File: config.mk
export PLATFORM = sky130hd
export DESIGN_NAME = bcd_convert_seq
export DESIGN_NICKNAME = d
export VERILOG_FILES = /design/src/rtl/bcd_convert_seq_pkg.sv /design/src/rtl/bcd_convert_seq_seg7.sv /design/src/rtl/bcd_convert_seq.sv
export SDC_FILE = /design/constraint.sdc
export NUM_CORES = 1
export LEC_CHECK = 0
export BUFFER_PORTS_ARGS = -buffer_cell sky130_fd_sc_hd__buf_2
export CAP_MARGIN = 0
export CORE_MARGIN = 2
export CORE_UTILIZATION = 50
export DETAILED_ROUTE_END_ITERATION = 16
export PLACE_DENSITY = 0.75
export SETUP_SLACK_MARGIN = 0.05
export SLEW_MARGIN = 20
export SYNTH_ARGS = -nofsm -noshare
export SYNTH_HDL_FRONTEND = slang
export SYNTH_HIERARCHICAL = 1
export SYNTH_SLANG_ARGS = --single-unit
File: constraint.sdc
create_clock -name clk -period 1.35 [get_ports clk]
set_input_delay 0 -clock clk [delete_from_list [all_inputs] [get_ports clk]]
set_output_delay 0 -clock clk [all_outputs]
set_load 0.02 [all_outputs]
File: src/rtl/bcd_convert_seq_pkg.sv
// Shared definitions for the sequential binary-to-BCD converter:
// FSM state encoding, default sizing and active-low 7-segment patterns.
package bcd_convert_seq_pkg;

    localparam int unsigned IN_W_DEF   = 7;
    localparam int unsigned DIGITS_DEF = 3;
    localparam int unsigned SEG_W      = 7;

    typedef enum logic [1:0] {
        ST_IDLE  = 2'd0,
        ST_SHIFT = 2'd1,
        ST_DONE  = 2'd2
    } state_t;

    // Segment order {g,f,e,d,c,b,a}, a lit segment drives 0 (common anode)
    localparam logic [SEG_W-1:0] SEG_0     = 7'h40;
    localparam logic [SEG_W-1:0] SEG_1     = 7'h79;
    localparam logic [SEG_W-1:0] SEG_2     = 7'h24;
    localparam logic [SEG_W-1:0] SEG_3     = 7'h30;
    localparam logic [SEG_W-1:0] SEG_4     = 7'h19;
    localparam logic [SEG_W-1:0] SEG_5     = 7'h12;
    localparam logic [SEG_W-1:0] SEG_6     = 7'h02;
    localparam logic [SEG_W-1:0] SEG_7     = 7'h78;
    localparam logic [SEG_W-1:0] SEG_8     = 7'h00;
    localparam logic [SEG_W-1:0] SEG_9     = 7'h10;
    localparam logic [SEG_W-1:0] SEG_BLANK = 7'h7F;

    function automatic logic [SEG_W-1:0] seg_pattern(input logic [3:0] nib);
        logic [SEG_W-1:0] pat;
        case (nib)
            4'd0:    pat = SEG_0;
            4'd1:    pat = SEG_1;
            4'd2:    pat = SEG_2;
            4'd3:    pat = SEG_3;
            4'd4:    pat = SEG_4;
            4'd5:    pat = SEG_5;
            4'd6:    pat = SEG_6;
            4'd7:    pat = SEG_7;
            4'd8:    pat = SEG_8;
            4'd9:    pat = SEG_9;
            default: pat = SEG_BLANK;
        endcase
        return pat;
    endfunction

endpackage

File: src/rtl/bcd_convert_seq_seg7.sv
// Single-digit BCD to active-low 7-segment decoder (combinational).
// Only built when SEG_DECODE_EN is defined; non-BCD codes show blank.
`ifdef SEG_DECODE_EN
module seg7_decode
    import bcd_convert_seq_pkg::*;
(
    input  logic [3:0]       i_nib,
    output logic [SEG_W-1:0] o_seg_c
);

    assign o_seg_c = seg_pattern(i_nib);

endmodule
`endif

File: src/rtl/bcd_convert_seq.sv
// Sequential double-dabble binary-to-BCD converter, one input bit per clock,
// valid/ready on both sides. Define SEG_DECODE_EN to add the registered o_seg output.
module bcd_convert_seq
    import bcd_convert_seq_pkg::*;
#(
    parameter int unsigned IN_W   = IN_W_DEF,
    parameter int unsigned DIGITS = DIGITS_DEF
) (
    input  logic                clk,
    input  logic                reset,
    input  logic                i_valid,
    output logic                o_in_ready,
    input  logic [IN_W-1:0]     i_bin,
    output logic                o_valid,
    input  logic                i_ready,
    output logic [4*DIGITS-1:0] o_bcd,
    output logic                o_busy
`ifdef SEG_DECODE_EN
    ,
    output logic [SEG_W*DIGITS-1:0] o_seg
`endif
);

    localparam int unsigned BCD_W  = 4 * DIGITS;
    localparam int unsigned WORK_W = IN_W + BCD_W;
    localparam int unsigned CNT_W  = $clog2(IN_W + 1);

    if ((10 ** DIGITS) < (2 ** IN_W)) begin : g_bad_digits
        $error("bcd_convert_seq: DIGITS too small to hold 2**IN_W-1");
    end

    state_t             r_state;
    state_t             w_state_nxt;
    logic [WORK_W-1:0]  r_work;
    logic [WORK_W-1:0]  w_work_nxt;
    logic [WORK_W-1:0]  w_work_shift;
    logic [BCD_W-1:0]   w_bcd_adj;
    logic [BCD_W-1:0]   w_bcd_done;
    logic [CNT_W-1:0]   r_cnt;
    logic [CNT_W-1:0]   w_cnt_nxt;
    logic               w_last_shift;
    logic [BCD_W-1:0]   r_bcd;
    logic [BCD_W-1:0]   w_bcd_nxt;
    logic               r_valid;
    logic               w_valid_nxt;
    logic               r_in_ready;
    logic               w_in_ready_nxt;
    logic               r_busy;
    logic               w_busy_nxt;

    // Add-3 correction on every BCD nibble that would overflow when doubled
    always_comb begin
        w_bcd_adj = '0;
        for (int d = 0; d < int'(DIGITS); d++) begin
            logic [3:0] nib;
            nib = r_work[IN_W + 4*d +: 4];
            w_bcd_adj[4*d +: 4] = (nib >= 4'd5) ? (nib + 4'd3) : nib;
        end
    end

    always_comb begin
        w_work_shift = {w_bcd_adj, r_work[IN_W-1:0]} << 1;
        w_bcd_done   = w_work_shift[WORK_W-1 -: BCD_W];
        w_last_shift = (r_cnt == CNT_W'(1));
    end

    // State register
    always_ff @(posedge clk or posedge reset) begin
        if (reset) begin
            r_state <= ST_IDLE;
        end else begin
            r_state <= w_state_nxt;
        end
    end

    // Next-state logic
    always_comb begin
        w_state_nxt = r_state;
        case (r_state)
            ST_IDLE:  if (i_valid)      w_state_nxt = ST_SHIFT;
            ST_SHIFT: if (w_last_shift) w_state_nxt = ST_DONE;
            ST_DONE:  if (i_ready)      w_state_nxt = ST_IDLE;
            default:                    w_state_nxt = ST_IDLE;
        endcase
    end

`ifdef SEG_DECODE_EN
    logic [SEG_W*DIGITS-1:0] w_seg_raw;
    logic [SEG_W*DIGITS-1:0] w_seg_dec;
    logic [SEG_W*DIGITS-1:0] w_seg_nxt;
    logic [SEG_W*DIGITS-1:0] r_seg;

    for (genvar g = 0; g < int'(DIGITS); g++) begin : g_seg
        seg7_decode u_dec (
            .i_nib   (w_bcd_done[4*g +: 4]),
            .o_seg_c (w_seg_raw[SEG_W*g +: SEG_W])
        );
    end

    // Blank zero digits above the most significant nonzero digit; units always shown
    always_comb begin
        logic lead;
        lead      = 1'b1;
        w_seg_dec = '0;
        for (int d = int'(DIGITS) - 1; d >= 0; d--) begin
            if ((w_bcd_done[4*d +: 4] != 4'd0) || (d == 0)) begin
                lead = 1'b0;
            end
            w_seg_dec[SEG_W*d +: SEG_W] = lead ? SEG_BLANK : w_seg_raw[SEG_W*d +: SEG_W];
        end
    end
`endif

    // Output / datapath next-value logic
    always_comb begin
        w_work_nxt  = r_work;
        w_cnt_nxt   = r_cnt;
        w_bcd_nxt   = r_bcd;
        w_valid_nxt = r_valid;
`ifdef SEG_DECODE_EN
        w_seg_nxt   = r_seg;
`endif
        case (r_state)
            ST_IDLE: begin
                if (i_valid) begin
                    w_work_nxt = {BCD_W'(0), i_bin};
                    w_cnt_nxt  = CNT_W'(IN_W);
                end
            end
            ST_SHIFT: begin
                w_work_nxt = w_work_shift;
                w_cnt_nxt  = r_cnt - CNT_W'(1);
                if (w_last_shift) begin
                    w_bcd_nxt   = w_bcd_done;
                    w_valid_nxt = 1'b1;
`ifdef SEG_DECODE_EN
                    w_seg_nxt   = w_seg_dec;
`endif
                end
            end
            ST_DONE: begin
                if (i_ready) begin
                    w_valid_nxt = 1'b0;
                end
            end
            default: begin
                w_valid_nxt = 1'b0;
            end
        endcase
        w_in_ready_nxt = (w_state_nxt == ST_IDLE);
        w_busy_nxt     = (w_state_nxt == ST_SHIFT);
    end

    always_ff @(posedge clk or posedge reset) begin
        if (reset) begin
            r_work     <= '0;
            r_cnt      <= '0;
            r_bcd      <= '0;
            r_valid    <= 1'b0;
            r_in_ready <= 1'b1;
            r_busy     <= 1'b0;
        end else begin
            r_work     <= w_work_nxt;
            r_cnt      <= w_cnt_nxt;
            r_bcd      <= w_bcd_nxt;
            r_valid    <= w_valid_nxt;
            r_in_ready <= w_in_ready_nxt;
            r_busy     <= w_busy_nxt;
        end
    end

`ifdef SEG_DECODE_EN
    always_ff @(posedge clk or posedge reset) begin
        if (reset) begin
            r_seg <= {DIGITS{SEG_BLANK}};
        end else begin
            r_seg <= w_seg_nxt;
        end
    end

    assign o_seg = r_seg;
`endif

    assign o_in_ready = r_in_ready;
    assign o_valid    = r_valid;
    assign o_bcd      = r_bcd;
    assign o_busy     = r_busy;

endmodule

==> flow_summary.yaml <==
outcome:
  status: "finished, violations left"
  violations: "negative setup slack"
critical_path:
  cp_slowest_cell: "dfrtp_1"
  reg2reg_slack_ns: -0.12
  r2r-end: "r_work[13]"
  critPathKind: "flip-flop to flip-flop"
  cp_slowest_stage_delay_ns: 0.40
  cp-end-kind: "flip-flop"
  worst_setup_path_start_kind: "flip-flop"
  critPathMaxFanout: 3
  reg2reg_depth: 6
  path_cells: "inv_2 > ha_4 > nand2b_4 > a21oi_4 > mux2_4 > o21ai_2"
  worstPathRequired_ns: 1.65
  path_delay_family: "flip-flops"
  cp_data_arrival_time_ns: 1.77
  path_buf_inv: 1
  rr_startpoint: "r_work[12]"
yosys:
  synth.ff_latch_count: 39
  synth_edf_count: 0
  yosys.cell_types.count: 29
  synthCells: 184
  avgSynthCellArea_um2: 9.73
  seq_area_frac_synth_pct: 54.6
  ys.flop_type: "dfrtp_1"
  synth.cell_area_um2: 1790
  yosysWarnings: 6
  syn_nets: 203
  ys_async_sr_fraction_pct: 100
grt:
  track_usage_pct: 26.1
  grt-ovfl-total: 0
  grt_pass1_vias: 1769
  grt_antenna_before_repair: 0
  grt_pass1_wl_um: 8070
  grt_max_degree: 40
sta:
  fin_crit_sh_pct: 109
  setup_viol: 17
  hold_viol: 0
  worst_pin_slew_ns: 0.493
  setup_ws_ns: -0.119
  finClkSkew_ns: 0.0119
  holdWs_ns: 0.279
  rsz0062_at_grt: "yes"
  slew_violations: 0
  slew_headroom_pct: 67.1
  max_freq_mhz: 681
  fin_crit_ns: 1.47
cells_and_area:
  drive_gt1_share_pct: 52.3
  layout_commonest_cell: "dfrtp_1"
  diodes: 0
  syn_to_final_growth_pct: 56.6
  fill_cells: 193
  final_cells: 304
  final_cell_mix: "dfrtp_1 (35), buf_4 (30), buf_2 (25)"
  nNetsFinal: 276
pwr:
  combinationalPowerShare_pct: 59.4
  switching_power_mw: 3.08
  p_clk_share_pct: 11.3
  cell_internal_pwr_mw: 4.38
  sw_frac_of_total_pct: 41.2
  seq_power_share_pct: 29.2
  power.leakage_nw: 1.27
  vdd_ir_drop_max_uv: 1580
  power.density_nw_per_um2: 2660
  power_mw: 7.46
place:
  dpl_worst_slack_ns: -0.182
  hpwl_um: 2990
  placed_cells: 272
  portBuffers: 25
  place.gp.congestion: 0.832
drt:
  drtIter0Drc: 108
  wl_per_cell_um: 16.4
  vias: 1653
  wl_um: 5000
  dr.pass1.iters: 4
  drc: 0
  antenna_left: 0
  viasPerCell: 5.44
clock_network:
  clk_pin_slew_ns: 0.12
  root_buffer: "clkbuf_4"
  htreeDepth: 2
  clk_latency_ns: 0.36
  clock_sinks: 39
  clk_path_buf_depth: 2
  cts-buffers-inserted: 5
  cts_tree: "yes"
floorplan:
  start_util_pct: 52.8
  die_y_um: 63.8
  die_w_um: 63.8
  io_pins: 26
  num_rows: 21
  core_um2: 3390
  die-area_um2: 4080
flow_run:
  cap_viol_max_count: 0
min_path:
  min_path_type: "input pin to async pin"
[registers in the layout (all words and copies together) (netlist names)]
register / flops
o_valid: 1
o_busy: 1
r_state: 2
r_work: 19
o_in_ready: 1
r_cnt: 3
o_bcd: 12
[cell usage after synthesis (2+ instances only)]
cell | instances | area (um^2)
nor2_1 | 15 | 56.3
xnor2_1 | 3 | 26.3
a22oi_1 | 4 | 30.0
o21ai_0 | 17 | 85.1
a21oi_1 | 9 | 45.0
clkbuf_1 | 2 | 7.51
mux2_2 | 3 | 33.8
o21ai_1 | 9 | 45.0
dfrtp_1 | 38 | 951
or3b_2 | 2 | 17.5
nor3b_1 | 2 | 15.0
buf_2 | 4 | 20.0
nor2b_1 | 2 | 12.5
o22ai_1 | 5 | 31.3
nand2b_1 | 4 | 25.0
a31oi_1 | 5 | 31.3
inv_1 | 9 | 33.8
nor3_1 | 3 | 15.0
ha_1 | 8 | 100
nand2_1 | 31 | 116
[layout make-up]
type | instances | area, um^2 | area share [%]
tap | 46 | 57.6 | 2.05
multi-input combinational | 128 | 1080 | 38.6
clock inverter | 2 | 35.0 | 1.25
inverter | 9 | 33.8 | 1.20
timing repair buffer | 74 | 564 | 20.1
sequential | 39 | 981 | 35.0
clock buffer | 6 | 51.3 | 1.83
[per-stage QoR]
| stage | cell area (um^2) | TNS [ns] | utilization [%] |
|---|---|---|---|
| 2_1_floorplan | 1900 | -0.519 | - |
| 3_3_place_gp | 2230 | -0.147 | 65.7 |
| 3_5_place_dp | 2230 | -1.07 | 65.7 |
| 4_1_cts | 2590 | -0.668 | 76.6 |
| 5_1_grt | 2800 | -1.98 | 82.7 |
| 6_report | 2800 | -0.936 | 82.7 |
[power by group through the flow]
| stage | Clock [mW] | Combinational, mW | Sequential (mW) |
|---|---|---|---|
| floorplan | 0 | 1.85 | 2.29 |
| global placement | 0 | 2.99 | 2.06 |
| detailed placement | 0 | 3.18 | 2.11 |
| CTS | 0.839 | 3.80 | 2.11 |
| global route | 0.901 | 4.76 | 2.23 |
| finish | 0.844 | 4.43 | 2.18 |
[worst max-delay path by stage]
| stage | from | endpoint | slack, ns | depth (start not counted) |
|---|---|---|---|---|
| 2_1_floorplan | r_cnt[1] | o_bcd[5] | -0.05 | 8 |
| 3_3_place_gp | r_cnt[1] | o_bcd[11] | -0.05 | 7 |
| 3_5_place_dp | r_work[12] | r_work[13] | -0.18 | 6 |
| 4_1_cts | r_work[12] | o_bcd[6] | -0.1 | 6 |
| 5_1_grt | r_work[11] | r_work[13] | -0.16 | 6 |
| 6_report | r_work[12] | r_work[13] | -0.12 | 6 |
[repair_timing]
action                                 4_1_cts  5_1_grt
pin swaps                                    8       12
gates resized for setup                     31       37
hold buffers                                10        0
gates cloned                                 2        0
endpoints found under the hold margin       48        0
setup endpoints to repair                   30       30
setup buffers                                3        9
[cells by family (layout without fill, tap and decap cells)]
group                      after synthesis  after routing  share of synthesized area, %
AOI/OAI and AO/OA                       51             51                          15.9
xor gates and xnor gates                 3              3                          1.47
adders and majority gates                8              8                          5.59
buffers and inverters                   17             91                          4.47
DFF                                     39             39                          54.6
muxes                                    3              3                          1.89
and+or+nand+nor                         63             63                          16.1
[per-layer routing]
metal / GRT usage [%] / wire length, um
met4: 10.1 / 99
met5: 0 / 0
met3: 6.87 / 215
met2: 47.1 / 2700
met1: 29.0 / 1980
[worst register-to-register path: cells and delay by family, from the launching register on]
kind	cells	cell delay, ns
flops	1	0.40
simple gates	1	0.14
buf+inv	1	0.08
mux	1	0.34
fa+ha+maj	1	0.15
compound gates	2	0.28
No activity file was read; power rests on OpenSTA's default activity.
